File: src/rtl/cpu_ctrl_pkg.sv
// Shared control-path definitions for the sequencer and the PC block.
// Holds the sequencer state encoding and the exit address constant.
// No logic; types and constants only.
package cpu_ctrl_pkg;

  typedef enum logic [1:0] {
    FETCH = 2'd0,
    EXEC  = 2'd1,
    WAIT  = 2'd2,
    HALT  = 2'd3
  } seq_state_t;

  // Address at which the PC block raises finish.
  localparam logic [31:0] EXIT_ADDR = 32'h0;

endpackage

File: src/rtl/sat_counter.sv
// Saturating up-counter with enable and synchronous clear.
// Count updates one cycle after en/clr; clear has priority over enable.
// No backpressure; holds at all-ones instead of wrapping.
module sat_counter #(
  parameter int unsigned W = 32
) (
  input  logic         clk,
  input  logic         reset,
  input  logic         en,
  input  logic         clr,
  output logic [W-1:0] count
);

  // Count up when enabled, stick at all-ones, clear on request.
  always_ff @(posedge clk or posedge reset) begin
    if (reset) begin
      count <= '0;
    end else if (clr) begin
      count <= '0;
    end else if (en && (count != '1)) begin
      count <= count + 1'b1;
    end
  end

endmodule

File: src/rtl/exec_sequencer.sv
// FETCH/EXEC sequencer: stretches phases on memory/muldiv stalls, emits commit.
// Strobes are combinational from state and inputs; bus_error/cycle_count registered.
// Stalls hold the current phase; optional timeout halts the core with bus_error.
module exec_sequencer
  import cpu_ctrl_pkg::*;
#(
  parameter int unsigned WAIT_LIMIT = 0
) (
  input  logic        clk,
  input  logic        reset,
  input  logic        finish,
  input  logic        imem_wait,
  input  logic        dmem_read,
  input  logic        dmem_write,
  input  logic        dmem_wait,
  input  logic        muldiv_busy,
  input  logic        ctrl_reg_write,
  output logic        imem_read,
  output logic        ir_load,
  output logic        dmem_en,
  output logic        commit,
  output logic        reg_write_en,
  output logic        active,
  output logic        bus_error,
  output logic [31:0] cycle_count
);

  seq_state_t  state;
  seq_state_t  state_nxt;
  logic        dmem_any;
  logic        stall_cond;
  logic        stall_cycle;
  logic        timeout;
  logic        imem_read_c;
  logic        ir_load_c;
  logic        dmem_en_c;
  logic        commit_c;
  logic        bus_error_q;
  logic [31:0] wait_cnt;

  assign dmem_any   = dmem_read | dmem_write;
  assign stall_cond = (dmem_any & dmem_wait) | muldiv_busy;

  // A stall cycle is a FETCH held by imem_wait (finish takes precedence) or a WAIT that persists.
  assign stall_cycle = ((state == FETCH) && !finish && imem_wait) ||
                       ((state == WAIT) && stall_cond);

  // Timeout fires on the stall cycle that would push the run past the limit.
  assign timeout = (WAIT_LIMIT != 0) && stall_cycle && (wait_cnt == 32'(WAIT_LIMIT));

  // Next-state and strobe decode from the current state and inputs.
  always_comb begin
    state_nxt   = state;
    imem_read_c = 1'b0;
    ir_load_c   = 1'b0;
    dmem_en_c   = 1'b0;
    commit_c    = 1'b0;
    case (state)
      FETCH: begin
        if (finish) begin
          state_nxt = HALT;
        end else begin
          imem_read_c = 1'b1;
          if (!imem_wait) begin
            ir_load_c = 1'b1;
            state_nxt = EXEC;
          end
        end
      end
      EXEC, WAIT: begin
        dmem_en_c = dmem_any;
        if (stall_cond) begin
          state_nxt = WAIT;
        end else begin
          commit_c  = 1'b1;
          state_nxt = FETCH;
        end
      end
      default: state_nxt = HALT;
    endcase
    if (timeout) begin
      state_nxt = HALT;
    end
  end

  // State register and sticky bus error flag.
  always_ff @(posedge clk or posedge reset) begin
    if (reset) begin
      state       <= FETCH;
      bus_error_q <= 1'b0;
    end else begin
      state <= state_nxt;
      if (timeout) begin
        bus_error_q <= 1'b1;
      end
    end
  end

  // While reset is high every output is forced low.
  assign imem_read    = imem_read_c & ~reset;
  assign ir_load      = ir_load_c & ~reset;
  assign dmem_en      = dmem_en_c & ~reset;
  assign commit       = commit_c & ~reset;
  assign reg_write_en = commit_c & ctrl_reg_write & ~reset;
  assign active       = (state != HALT) & ~reset;
  assign bus_error    = bus_error_q & ~reset;

  sat_counter #(.W(32)) u_wait_cnt (
    .clk   (clk),
    .reset (reset),
    .en    (stall_cycle),
    .clr   (~stall_cycle),
    .count (wait_cnt)
  );

  sat_counter #(.W(32)) u_cycle_cnt (
    .clk   (clk),
    .reset (reset),
    .en    (active),
    .clr   (1'b0),
    .count (cycle_count)
  );

endmodule

File: config.mk
export PLATFORM = sky130hd
export DESIGN_NAME = exec_sequencer
export DESIGN_NICKNAME = d
export VERILOG_FILES = /design/src/rtl/cpu_ctrl_pkg.sv /design/src/rtl/sat_counter.sv /design/src/rtl/exec_sequencer.sv
export SDC_FILE = /design/constraint.sdc
export NUM_CORES = 1
export LEC_CHECK = 0
export BUFFER_PORTS_ARGS = -buffer_cell sky130_fd_sc_hd__clkbuf_2
export CORE_MARGIN = 2
export CORE_UTILIZATION = 50
export CTS_CLUSTER_SIZE = 12
export DETAILED_ROUTE_END_ITERATION = 12
export GPL_TIMING_DRIVEN = 0
export PLACE_DENSITY = 0.82
export SLEW_MARGIN = 20
export SYNTH_ARGS = -nofsm -noshare
export SYNTH_HDL_FRONTEND = slang
export SYNTH_HIERARCHICAL = 1
export SYNTH_SLANG_ARGS = --single-unit
File: constraint.sdc
create_clock -name clk -period 3.2 [get_ports clk]
set_input_delay 0.16 -clock clk [delete_from_list [all_inputs] [get_ports clk]]
set_output_delay 0.16 -clock clk [all_outputs]
set_load 0.03 [all_outputs]
==> Word level (Yosys, flattened, before mapping) <==
Cells that the tools add are included.
{ "totals": {"regBits": 34, "output_inout_bits": 39, "wordCells": 34} }
{ "op_classes": {"add_sub_neg": 1, "eq_ne": 5, "n_mux": 12, "bitwise": 11, "reduce_logical": 3} }
{ "ops": {"columns": ["cell", "n"], "rows": [
  ["$add 32x1->32 const B", 1],
  ["$ne 32x32->1 const B", 1],
  ["$and 1x1->1", 8],
  ["$mux 1", 8],
  ["$mux 2", 3],
  ["$pmux 2 s2", 1],
  ["$ne 3x3->1 const B", 1],
  ["$eq 2x1->1 const B", 1],
  ["$eq 2x2->1 const B", 1],
  ["$logic_not 2->1", 1],
  ["$ne 2x2->1 const B", 1],
  ["$or 1x1->1", 2],
  ["$reduce_or 2->1", 1],
  ["$logic_and 1x1->1", 1],
  ["$not 1->1", 1]
]} }

==> Depth between registers and ports, before layout <==
{ "depth": {"word_depth": 7, "depth_mapped": 8} }

==> By module <==
Netlist, hierarchy kept.
{ "modules_own_cells": {"columns": ["module", "n_inst", "cells_each", "area_each_um2", "seq_area_each_um2"], "rows": [
  ["sat_counter", 1, 186, 1740.4, 800.8],
  ["exec_sequencer", 1, 27, 207.7, 50.0]
]} }

==> Worst setup path before layout <==
No wires, ideal clock.
{ "synth_path": {"kind": "register to register", "start": "reg state[0]", "end": "reg u_cycle_cnt.count[19]", "setup_ns": 0.077, "arrival_time_ns": 2.578, "required_ns": 3.123, "slack_ns": 0.544, "stages_incl_launch_ff": 9, "synth_period_minus_slack_ns": 2.656, "path_cell_list": "dfrtp_1 > ha_1 > nor2_1 > nand4_1 > nor3_1 > o311ai_1 > buf_2 > or4_1 > a21oi_1"} }
{ "synth_via": {"elab_chain_cells": 3} }
{ "synth_rtl": {"columns": ["element", "line", "source"], "rows": [
  ["start: declaration", "exec_sequencer.sv:28", "seq_state_t state;"],
  ["start signal: assignment", "exec_sequencer.sv:92", "state <= state_nxt;"],
  ["$ne 2x2->1", "exec_sequencer.sv:105", "assign active = (state != HALT) & ~reset;"],
  ["$and 1x1->1", "exec_sequencer.sv:105", null],
  ["via active", "exec_sequencer.sv:23", "output logic active,"],
  ["$logic_and 1x1->1", "sat_counter.sv:20", "end else if (en && (count != '1)) begin"],
  ["end signal: assignment", "sat_counter.sv:21", "count <= count + 1'b1;"],
  ["end: declaration", "sat_counter.sv:11", "output logic [W-1:0] count"]
]} }
The timed path passes the listed nets, and every way through them passes these cells.
A chain may end at the register's enable or synchronous reset.

==> Final worst setup path <==
{ "layout_path": {"start": "reg state[0]", "end": "reg u_cycle_cnt.count[21]"} }
{ "layout_via": {"elab_chain_cells": 3} }
{ "layout_rtl": {"columns": ["element", "line"], "rows": [
  ["$ne 2x2->1", "exec_sequencer.sv:105"],
  ["$and 1x1->1", "exec_sequencer.sv:105"],
  ["$logic_and 1x1->1", "sat_counter.sv:20"]
]} }
No other way between the ends.

==> out/metrics.cfg <==
[die]
die_y_um = 66.4
design.portCount = 48
dieWidth_um = 66.4
initial_core_util = 0.524
core_area_sq_mm = 0.00372
placementRows = 22
die_area_sq_mm = 0.00441

[logic_synthesis]
synthDistinctLibCells = 40
synthTopCellsByArea = dfrtp_1, a21oi_1, o31ai_1
synth_seq_cells = 34
yosys.area.top_type = dfrtp_1
yosysSeqAreaShare = 0.437
syn-instance-count = 213
syn-cell-area_sq_mm = 0.00195
avgSynthCellArea_sq_um = 9.15
synth_top_area_share = 0.437
ys_warn_count = 6

[sta]
period_share = 0.843
timing.setup.tns_ns = 0
fin_skew_ns = 0.00368
setup_viol_count_final = 0
finalCriticalPeriod_ns = 2.70
rsz0062_at_grt = no
tightestPinTransition_ns = 0.790
fmaxAchievable_mhz = 371
slew_violations = 0
relSlewSlack = 0.469
finalHoldViolCount = 0

[place]
place_congestion = 0.812
hpwl_um = 3070
io_buffer_count = 46

[clocking]
clock_sinks = 34
root_buffer = clkbuf_8
cts.clk_slew.worst_paths_ns = 0.07
clk_path_buf_depth = 2
clock_latency_ns = 0.29
cts_tree = yes
cts_max_level = 2
cts_buffers = 5

[drt]
vias = 1905
avgViaCountPerCell = 5.95
route.detailed.drc = 0
dr.pass1.iters = 4
first_iter_violations = 153
drt_wl_total_um = 4300
wl_per_cell_um = 13.4
ant_nets = 0

[worst_setup_path]
crit_cells = 8
cp_top_family = simple AND/OR/NAND/NOR gates
crit_required_ns = 3.42
crit_chain = ha_1 > nor2_1 > nand4_1 > nor3_1 > o311ai_1 > buf_2 > or4_1 > a21oi_1
worstPathMaxFanout = 10
worstSetupEndpointType = flop
r2r_cells = 8
critPathSlowestCell = dfrtp_1
cp.arrival_ns = 2.91
path_class = flop to flop
crit_buf_inv = 1
start_kind = flop
critPathMaxStageDelay_ns = 0.41

[min_path]
min_path_type = input pin to flop
min_path_cells = 3

[global_routing]
grt_pass1_vias = 1614
grt.total_usage = 0.216
use_met2 = 0.346
met1_usage = 0.284
antenna_found_initial = 0
use_met3 = 0.0409
grt_first_pass_wirelength_um = 7280
grt_overflow = 0
grt_max_degree = 33
grt.busiest_layer = met2

[finish]
final_nets = 284
syn2layout_area_growth_pct = 20.7
drive_above_1_share = 0.232
post-route-util = 0.633
antenna_cells = 0

[power]
ir_worst_vdd_mv = 0.319
p_per_area_mw_per_mm2 = 430
leakage_nw = 1.02
power_w = 0.00101

[status]
status = finished, final reports clean

[job]
drv_cap = 0

[flip-flops by register name (all words and copies together), names as in the netlist]
name,count
u_cycle_cnt/count,32
state,2
[cells in the mapped netlist]
library cell	n
a21oi_1	28
and2_1	2
and3_1	3
and4_1	4
and4b_1	1
buf_2	1
buf_4	1
buf_6	1
clkbuf_1	4
conb_1	1
dfrtp_1	34
ha_1	3
inv_1	12
inv_2	1
mux2i_1	1
nand2_1	12
nand2b_4	1
nand3_1	10
nand4_1	6
nand4_2	1
nor2_1	10
nor3_1	2
nor3b_1	1
nor4_1	3
o211a_1	1
o21ai_0	14
o21ba_2	1
o221ai_1	1
o311ai_0	1
o311ai_1	1
o31a_1	3
o31ai_1	15
o41ai_1	1
o41ai_2	1
or3_1	12
or3_4	1
or4_1	14
or4_4	1
xnor2_1	2
xor2_1	1
[stage by stage]
| stage | cell area (sq um) | setup WS, ns | std cells | hold WS (ns) |
|---|---|---|---|---|
| final | 2350 | 0.502 | 320 | 0.216 |
| after global routing | 2350 | 0.264 | 320 | 0.236 |
| after CTS | 2340 | 0.588 | 320 | 0.211 |
| after detailed placement | 2260 | 0.616 | 312 | 0.0706 |
| after global placement | 2260 | 0.612 | 312 | 0.0609 |
| after floorplan | 1970 | 0.544 | 218 | -0.107 |
[power breakdown]
part | switching, W | total [W] | internal [W]
registers | 0.0000213 | 0.000473 | 0.000451
logic | 0.000150 | 0.000239 | 0.0000894
clock network | 0.000150 | 0.000300 | 0.000150
[routing by layer]
layer	up-vias	wire, um
met5	-	0
met4	0	78
li1	930	-
met1	921	1930
met3	9	180
met2	45	2110
[logic make-up after synthesis]
group	synth area share
compound gates	0.216
fa+ha+maj	0.0193
simple gates	0.263
buf+inv	0.0450
mux	0.00514
other cells	0.00192
xor+xnor	0.0135
flops	0.437
[area by class of cell]
cell class | count | area [sq um]
Buffer | 7 | 38.8
Clock buffer | 7 | 76.3
Fill cell | 323 | 1370
Inverter | 13 | 48.8
Multi-Input combinational cell | 164 | 1040
Sequential cell | 34 | 851
Tap cell | 48 | 60.1
Timing Repair Buffer | 47 | 240
[what timing repair did]
item,CTS,global route
gates resized for setup,0,0
buffers inserted,0,0
hold buffers,1,0
hold endpoints to repair,2,0
[worst reg2reg max path, cell delays in order (launching register included)]
cell,delay (ns)
dfrtp_1,0.41
ha_1,0.22
nor2_1,0.28
nand4_1,0.29
nor3_1,0.37
o311ai_1,0.25
buf_2,0.25
or4_1,0.41
a21oi_1,0.15
[final timing paths]
path / start / to / slack, ns
hold / removal: imem_wait / state[1]$_DFFE_PP0P_ / 0.22
setup / recovery: state[0]$_DFFE_PP0P_ / u_cycle_cnt/count[21]$_DFFE_PP0P_ / 0.50
hold reg to reg: state[1]$_DFFE_PP0P_ / state[1]$_DFFE_PP0P_ / 0.56
max in group asynchronous: reset / u_cycle_cnt/count[20]$_DFFE_PP0P_ / 2.16
setup reg to reg: state[0]$_DFFE_PP0P_ / u_cycle_cnt/count[21]$_DFFE_PP0P_ / 0.50
min in group asynchronous: reset / state[0]$_DFFE_PP0P_ / 0.32
[cells in the final DEF, fill, tap and decap left out, types with 2 or more instances in the layout]
cell	n
o21ai_0	14
nand3_1	10
inv_1	11
o31ai_1	15
o31a_1	3
nand2_1	12
clkbuf_1	6
or4_1	14
clkbuf_8	5
o41ai_2	2
dfrtp_1	34
nor4_1	3
or3_1	12
and4_1	4
ha_1	3
nand4_1	6
nor3_1	2
conb_1	6
clkbuf_2	46
xnor2_1	2
and2_1	2
and3_1	3
nor2_1	10
a21oi_1	28
inv_2	2
Note: power is estimated with default switching activity, not from simulation.
